<file path="config.mk">
export PLATFORM = sky130hd
export DESIGN_NAME = fetch_ctrl
export DESIGN_NICKNAME = d
export VERILOG_FILES = /design/src/rtl/fetch_ctrl_pkg.sv /design/src/rtl/fetch_ctrl.sv
export SDC_FILE = /design/constraint.sdc
export NUM_CORES = 1
export LEC_CHECK = 0
export BUFFER_PORTS_ARGS = -buffer_cell sky130_fd_sc_hd__buf_4
export CORE_MARGIN = 5
export CORE_UTILIZATION = 50
export DETAILED_ROUTE_END_ITERATION = 10
export GPL_TIMING_DRIVEN = 0
export MAX_ROUTING_LAYER = met4
export PLACE_DENSITY_LB_ADDON = 0.05
export SLEW_MARGIN = 20
export SYNTH_ARGS = -nofsm -noshare
export SYNTH_HDL_FRONTEND = slang
export SYNTH_SLANG_ARGS = --single-unit
</file>
<file path="constraint.sdc">
create_clock -name clk -period 2.17 [get_ports clk]
set_input_delay 0.1085 -clock clk [delete_from_list [all_inputs] [get_ports clk]]
set_output_delay 0.1085 -clock clk [all_outputs]
set_load 0.005 [all_outputs]
</file>
<file path="src/rtl/fetch_ctrl_pkg.sv">
// ============================================================================
// Module      : fetch_ctrl_pkg
// Description : Shared widths, end-of-program sentinel and fetch state encoding
// Revision    : 1.0 - initial release
// ============================================================================
`default_nettype none

package fetch_ctrl_pkg;

    localparam int unsigned IP_WIDTH   = 4;
    localparam int unsigned LINE_WIDTH = 32;
    localparam int unsigned NUM_LINES  = 4;

    localparam logic [LINE_WIDTH-1:0] HALT_WORD = 32'hffff_ffff;

    typedef enum logic [1:0] {
        IDLE  = 2'd0,
        FETCH = 2'd1,
        HALT  = 2'd2
    } fetch_state_t;

endpackage

`default_nettype wire

</file>
<file path="src/rtl/fetch_ctrl.sv">
// ============================================================================
// Module      : fetch_ctrl
// Description : Instruction fetch sequencer with a one-entry valid/ready slot
// Revision    : 1.0 - initial release
// ============================================================================
`default_nettype none

module fetch_ctrl
    import fetch_ctrl_pkg::*;
(
    input  logic                  clk,
    input  logic                  rst,
    input  logic                  start,
    output logic                  mem_en,
    output logic [IP_WIDTH-1:0]   ip,
    input  logic [LINE_WIDTH-1:0] line,
    output logic [LINE_WIDTH-1:0] instr,
    output logic                  instr_valid,
    input  logic                  instr_ready,
    output logic [IP_WIDTH-1:0]   instr_ip,
    input  logic                  redir_valid,
    input  logic [IP_WIDTH-1:0]   redir_ip,
    output logic                  halted,
    output logic [15:0]           fetch_count
);

    fetch_state_t            state_q,       state_d;
    logic [IP_WIDTH-1:0]     pc_q,          pc_d;
    logic [LINE_WIDTH-1:0]   instr_q,       instr_d;
    logic [IP_WIDTH-1:0]     instr_ip_q,    instr_ip_d;
    logic                    instr_valid_q, instr_valid_d;
    logic                    halted_q,      halted_d;
    logic [15:0]             fetch_count_q, fetch_count_d;

    logic w_slot_free;
    logic w_handshake;
    logic w_is_halt;

    assign w_slot_free = !instr_valid_q || instr_ready;
    assign w_handshake = instr_valid_q && instr_ready;
    assign w_is_halt   = (line == HALT_WORD);

    // State register
    always_ff @(posedge clk) begin
        if (rst) begin
            state_q       <= IDLE;
            pc_q          <= '0;
            instr_q       <= '0;
            instr_ip_q    <= '0;
            instr_valid_q <= 1'b0;
            halted_q      <= 1'b0;
            fetch_count_q <= '0;
        end else begin
            state_q       <= state_d;
            pc_q          <= pc_d;
            instr_q       <= instr_d;
            instr_ip_q    <= instr_ip_d;
            instr_valid_q <= instr_valid_d;
            halted_q      <= halted_d;
            fetch_count_q <= fetch_count_d;
        end
    end

    // Next-state logic; a redirect outranks start and sentinel detection
    always_comb begin
        state_d = state_q;
        case (state_q)
            IDLE: begin
                if (start) state_d = FETCH;
            end
            FETCH: begin
                if (!redir_valid && w_slot_free && w_is_halt) state_d = HALT;
            end
            HALT: begin
                if (redir_valid || start) state_d = FETCH;
            end
            default: state_d = IDLE;
        endcase
    end

    // Datapath updates for pc and the output slot
    always_comb begin
        pc_d          = pc_q;
        instr_d       = instr_q;
        instr_ip_d    = instr_ip_q;
        instr_valid_d = instr_valid_q;
        halted_d      = halted_q;
        fetch_count_d = fetch_count_q;

        if (w_handshake && (fetch_count_q != 16'hffff)) begin
            fetch_count_d = fetch_count_q + 16'd1;
        end

        case (state_q)
            IDLE: begin
                if (start) pc_d = '0;
            end
            FETCH: begin
                if (redir_valid) begin
                    pc_d          = redir_ip;
                    instr_valid_d = 1'b0;
                    halted_d      = 1'b0;
                end else if (w_slot_free) begin
                    if (w_is_halt) begin
                        halted_d      = 1'b1;
                        instr_valid_d = 1'b0;
                    end else begin
                        instr_d       = line;
                        instr_ip_d    = pc_q;
                        instr_valid_d = 1'b1;
                        pc_d          = pc_q + 1'b1;
                    end
                end
            end
            HALT: begin
                if (w_handshake) instr_valid_d = 1'b0;
                if (redir_valid) begin
                    pc_d          = redir_ip;
                    instr_valid_d = 1'b0;
                    halted_d      = 1'b0;
                end else if (start) begin
                    pc_d     = '0;
                    halted_d = 1'b0;
                end
            end
            default: ;
        endcase
    end

    // Output logic
    always_comb begin
        mem_en = (state_q == FETCH) && w_slot_free;
    end

    assign ip          = pc_q;
    assign instr       = instr_q;
    assign instr_ip    = instr_ip_q;
    assign instr_valid = instr_valid_q;
    assign halted      = halted_q;
    assign fetch_count = fetch_count_q;

endmodule

`default_nettype wire

</file>
# Yosys cells after proc, flatten, opt, wreduce, memory -nomap -nowiden
# Cells that the tools add are included.
# classes
n_addsub,2
n_eq_ne,12
muxes,22
bitwise,2
reduce_logical,17
# op_table
operator,n
32-bit == test (second input constant),1
4-bit two-way mux,5
16-bit by 1-bit adder with 16-bit output (second input constant),1
16-bit != test (second input constant),1
3-bit != test (second input constant),5
4-bit case mux with 3 select lines,1
1-bit two-way mux,10
3-bit AND reduction,3
4-bit AND reduction,2
2-bit two-way mux,3
2-bit != test (second input constant),3
2-bit case mux with 3 select lines,1
1-bit logical AND,5
4-bit by 1-bit adder with 4-bit output (second input constant),1
1-bit case mux with 2 select lines,2
3-bit nonzero test,1
2-bit by 1-bit == test with 1-bit output (second input constant),1
2-bit == test (second input constant),1
1-bit zero test,2
2-bit zero test,1
1-bit logical OR,2
1-bit inverter,2
2-bit nonzero test,1
# totals
regBits,60
input_bits,41
out_inout_bits,59
wordCells,62

# Longest topological paths before layout
# depth
depth_word,6
ltp_mapped,9
ltp_nobuf,7

# Least setup slack after synthesis
# Ideal clock, no wire load.
# synth_path
kind,register to register
startpoint,register state_q[1]
endpoint,register pc_q[3] (netlist: ip[3])
setup_time_ns,0.123
arrival_time_ns,1.631
required_ns,2.047
slack_ns,0.416
path_stages_with_launch,9
path_buffers,1
period_less_slack_ns,1.754
path_cell_list,dfxtp_1 > inv_1 > ha_1 > buf_2 > and2b_1 > and3_1 > o21ai_0 > a31oi_1 > mux2_1
# synth_via
elab_chain_len,3
elab_cells_between_ends,8
classes_between,eq/ne (4); mux (1); reduce/logical (3)
# synth_rtl
element,line,text
"start, declared",fetch_ctrl.sv:27,"fetch_state_t state_q, state_d;"
"start signal, assigned",fetch_ctrl.sv:54,state_q <= state_d;
2-bit by 1-bit == test with 1-bit output (tied with other cells),fetch_ctrl.sv:94,case (state_q)
3-bit != test (no source line) or 3-bit nonzero test (tied branches),n/a,
3-bit AND reduction (no source line),n/a,
"end signal, assigned",fetch_ctrl.sv:55,pc_q <= pc_d;
"end, declared",fetch_ctrl.sv:28,"logic [IP_WIDTH-1:0] pc_q, pc_d;"
# Several ways; a longest one is shown, not always the timed one.
# A chain may end at the register's enable or synchronous reset.

# Final worst setup path
# Same ends and word-level chain as after synthesis.

==> summary.txt <==
Status = complete, no violations
Crit. End Element = register
Initial antenna violation count = 0
Synth cell count leaders = 60 x dfxtp_1, 57 x nor2_1, 37 x mux2i_1, 11 x nand4_1
Crit Reg-Reg Endpoint = ip[3]
Hold-critical path depth = 3
DR iter-0 viols = 119
# IOs = 100
Worst hold endpoint = instr[18]
# Post-CTS Setup Buffers = 0
Fraction of registers with async set/reset = 0%
FF-to-FF setup slack = 0.17 ns
Final Hold Fails = 0
Crit start category = register
Slew Limit Fails = 0
Post-Syn Instances = 300
Max Freq = 500 MHz
Reg2reg path depth = 8
Cts bufs inserted = 9
Cell variety after synth = 46
CP Data Arrival Time = 2.22 ns
Least-Margin Pin Slew = 0.517 ns
Worst Hold Launch = line[18]
Vias in the first global route = 2667
P_leak = 0.00161 uW
Top-count cell post-synth = dfxtp_1
CTS sink cnt = 60
Synth-to-layout area growth = 37.0%
H-tree levels = 3
Chip Width = 85.5 um
GPL Wtd Cong = 0.854
Max-cap violations = 0
Number of flops mapped to enable cells by yosys = 0
Vias per inst = 5.42
Mapped Area = 2850 sq um
Synthesized net count = 348
Clock-pin slew on the worst setup and hold paths = 0.07 ns
I/O Buffers = 98
# resized after CTS = 0
Synth top area cells = dfxtp_1 42%, mux2i_1 13%, nor2_1 7.5%
Placed Area = 3670 sq um
Hold buffers post-CTS = 0
Post-synth top area share = 42.2%
Vias = 2635
RSZ-0062 raised after global routing = no
Tmin final = 2.00 ns
Register area share after synthesis = 42.2%
Layout Nets = 457
GR Overflow Total = 0
Largest net degree at the start of global routing = 11
First-pass GRT wire length = 12700 um
PD cells = 766 nW/um^2
Detail Route Antenna Nets = 0
Slew headroom = 65.6%
Setup_tns = 0 ns
Reg2reg start = state_q[1]
Gr usage total = 22.5%
Layout cells sized above 1 = 32.1%
N_diodes = 0
Post-Route WL = 7640 um
Initial DRT Pass Iterations = 4
Worst Hold Class = input pin to register
Detailed-route DRC error count = 0
Critical path origin = state_q[1]
Die height = 85.5 um
Starting Density = 51.7%
Core area = 5510 sq um
Wire length per cell = 15.7 um
Critical path class = register to register
Post-route setup slack = 0.168 ns
Worst endpoint required time = 2.39 ns
Setup WS pre-CTS = 0.234 ns
Skew final = 0.00940 ns
Tcrit/Tclk final = 92.3%
Yosys top cell by area = dfxtp_1
CTS tree = built
Post-DP HPWL = 5610 um
# rows = 27
Syn. warnings = 0
Most used DFF post-synth = dfxtp_1
Avg Synthesized Cell Area = 9.49 sq um
Hold Slack = 0.00752 ns
Max VDD drop = 0.000556 V
Setup-failing EPs final = 0
CTS root buffer = clkbuf_8
Clock latency at the later pin of the worst-skew pair = 0.34 ns
Clk buf depth = 2
Die area = 7300 sq um
Max FO, Critical Path = 10
Final Cell Area = 3900 sq um
Register bit total from synthesis = 60
[power breakdown]
group	switching, uW	internal, uW	leakage [uW]
clock network	448	713	0.000114
registers	50.1	1180	0.000486
logic	288	313	0.00101
total	786	2200	0.00161
[layer usage]
metal / global-route usage [%] / vias up / wire [um]
li1: - / 1298 / -
met1: 27.4 / 1240 / 3430
met2: 34.3 / 85 / 3550
met3: 6.99 / 12 / 543
met4: 9.64 / 0 / 115
met5: - / - / 0
[cell usage in the layout, fill, tap and decap left out, drive strengths merged, types with 9 or more instances in the layout]
cell	n
mux2i	37
buf	106
a21oi	9
clkbuf	22
nor2	57
nand4	11
nand2	9
dfxtp	60
[worst max-delay path, cell delays in order, from the launching register on]
cell and delay, ns:
dfxtp_1 0.41, inv_1 0.09, ha_1 0.18, buf_2 0.17, and2b_1 0.24, and3_1 0.19, o21ai_0 0.18, a31oi_1 0.11
mux2_1 0.30
[area by class of cell]
| type | count | area [sq um] |
|---|---|---|
| multi-input combinational | 216 | 1510 |
| inverter | 7 | 26.3 |
| fill | 445 | 1610 |
| clock inverter | 3 | 68.8 |
| clock buffer | 13 | 159 |
| buffer | 17 | 110 |
| sequential | 60 | 1200 |
| tap | 72 | 90.1 |
| timing repair buffer | 98 | 736 |
[state kept, by name (all words and copies together) (netlist names)]
register	cells
state_q	2
fetch_count	16
halted	1
instr_ip	4
ip	4
instr	32
instr_valid	1
[through the flow]
stage,total power [uW],utilization [%],std cells
floorplan,1590,-,300
global route,3140,70.8,486
finish,2990,70.8,486
detailed placement,1850,66.7,470
global placement,1830,66.7,470
CTS,3000,70.8,486
[logic make-up after synthesis]
group | after synthesis | synth area share (%)
simple gates | 114 | 20.4
flops | 60 | 42.2
compound gates | 44 | 12.0
mux | 40 | 14.2
buf+inv | 24 | 4.79
xor+xnor | 11 | 3.38
fa+ha+maj | 7 | 3.08
[worst max-delay path by stage]
stage          depth (start not counted)  endpoint  slack [ns]
5_1_grt                                8     ip[3]        0.06
3_5_place_dp                           9  instr[8]        0.23
4_1_cts                                8     ip[3]        0.18
2_1_floorplan                          8     ip[3]        0.42
6_report                               8     ip[3]        0.17
3_3_place_gp                           9  instr[2]        0.25
Power figures use the tool's default switching activity.
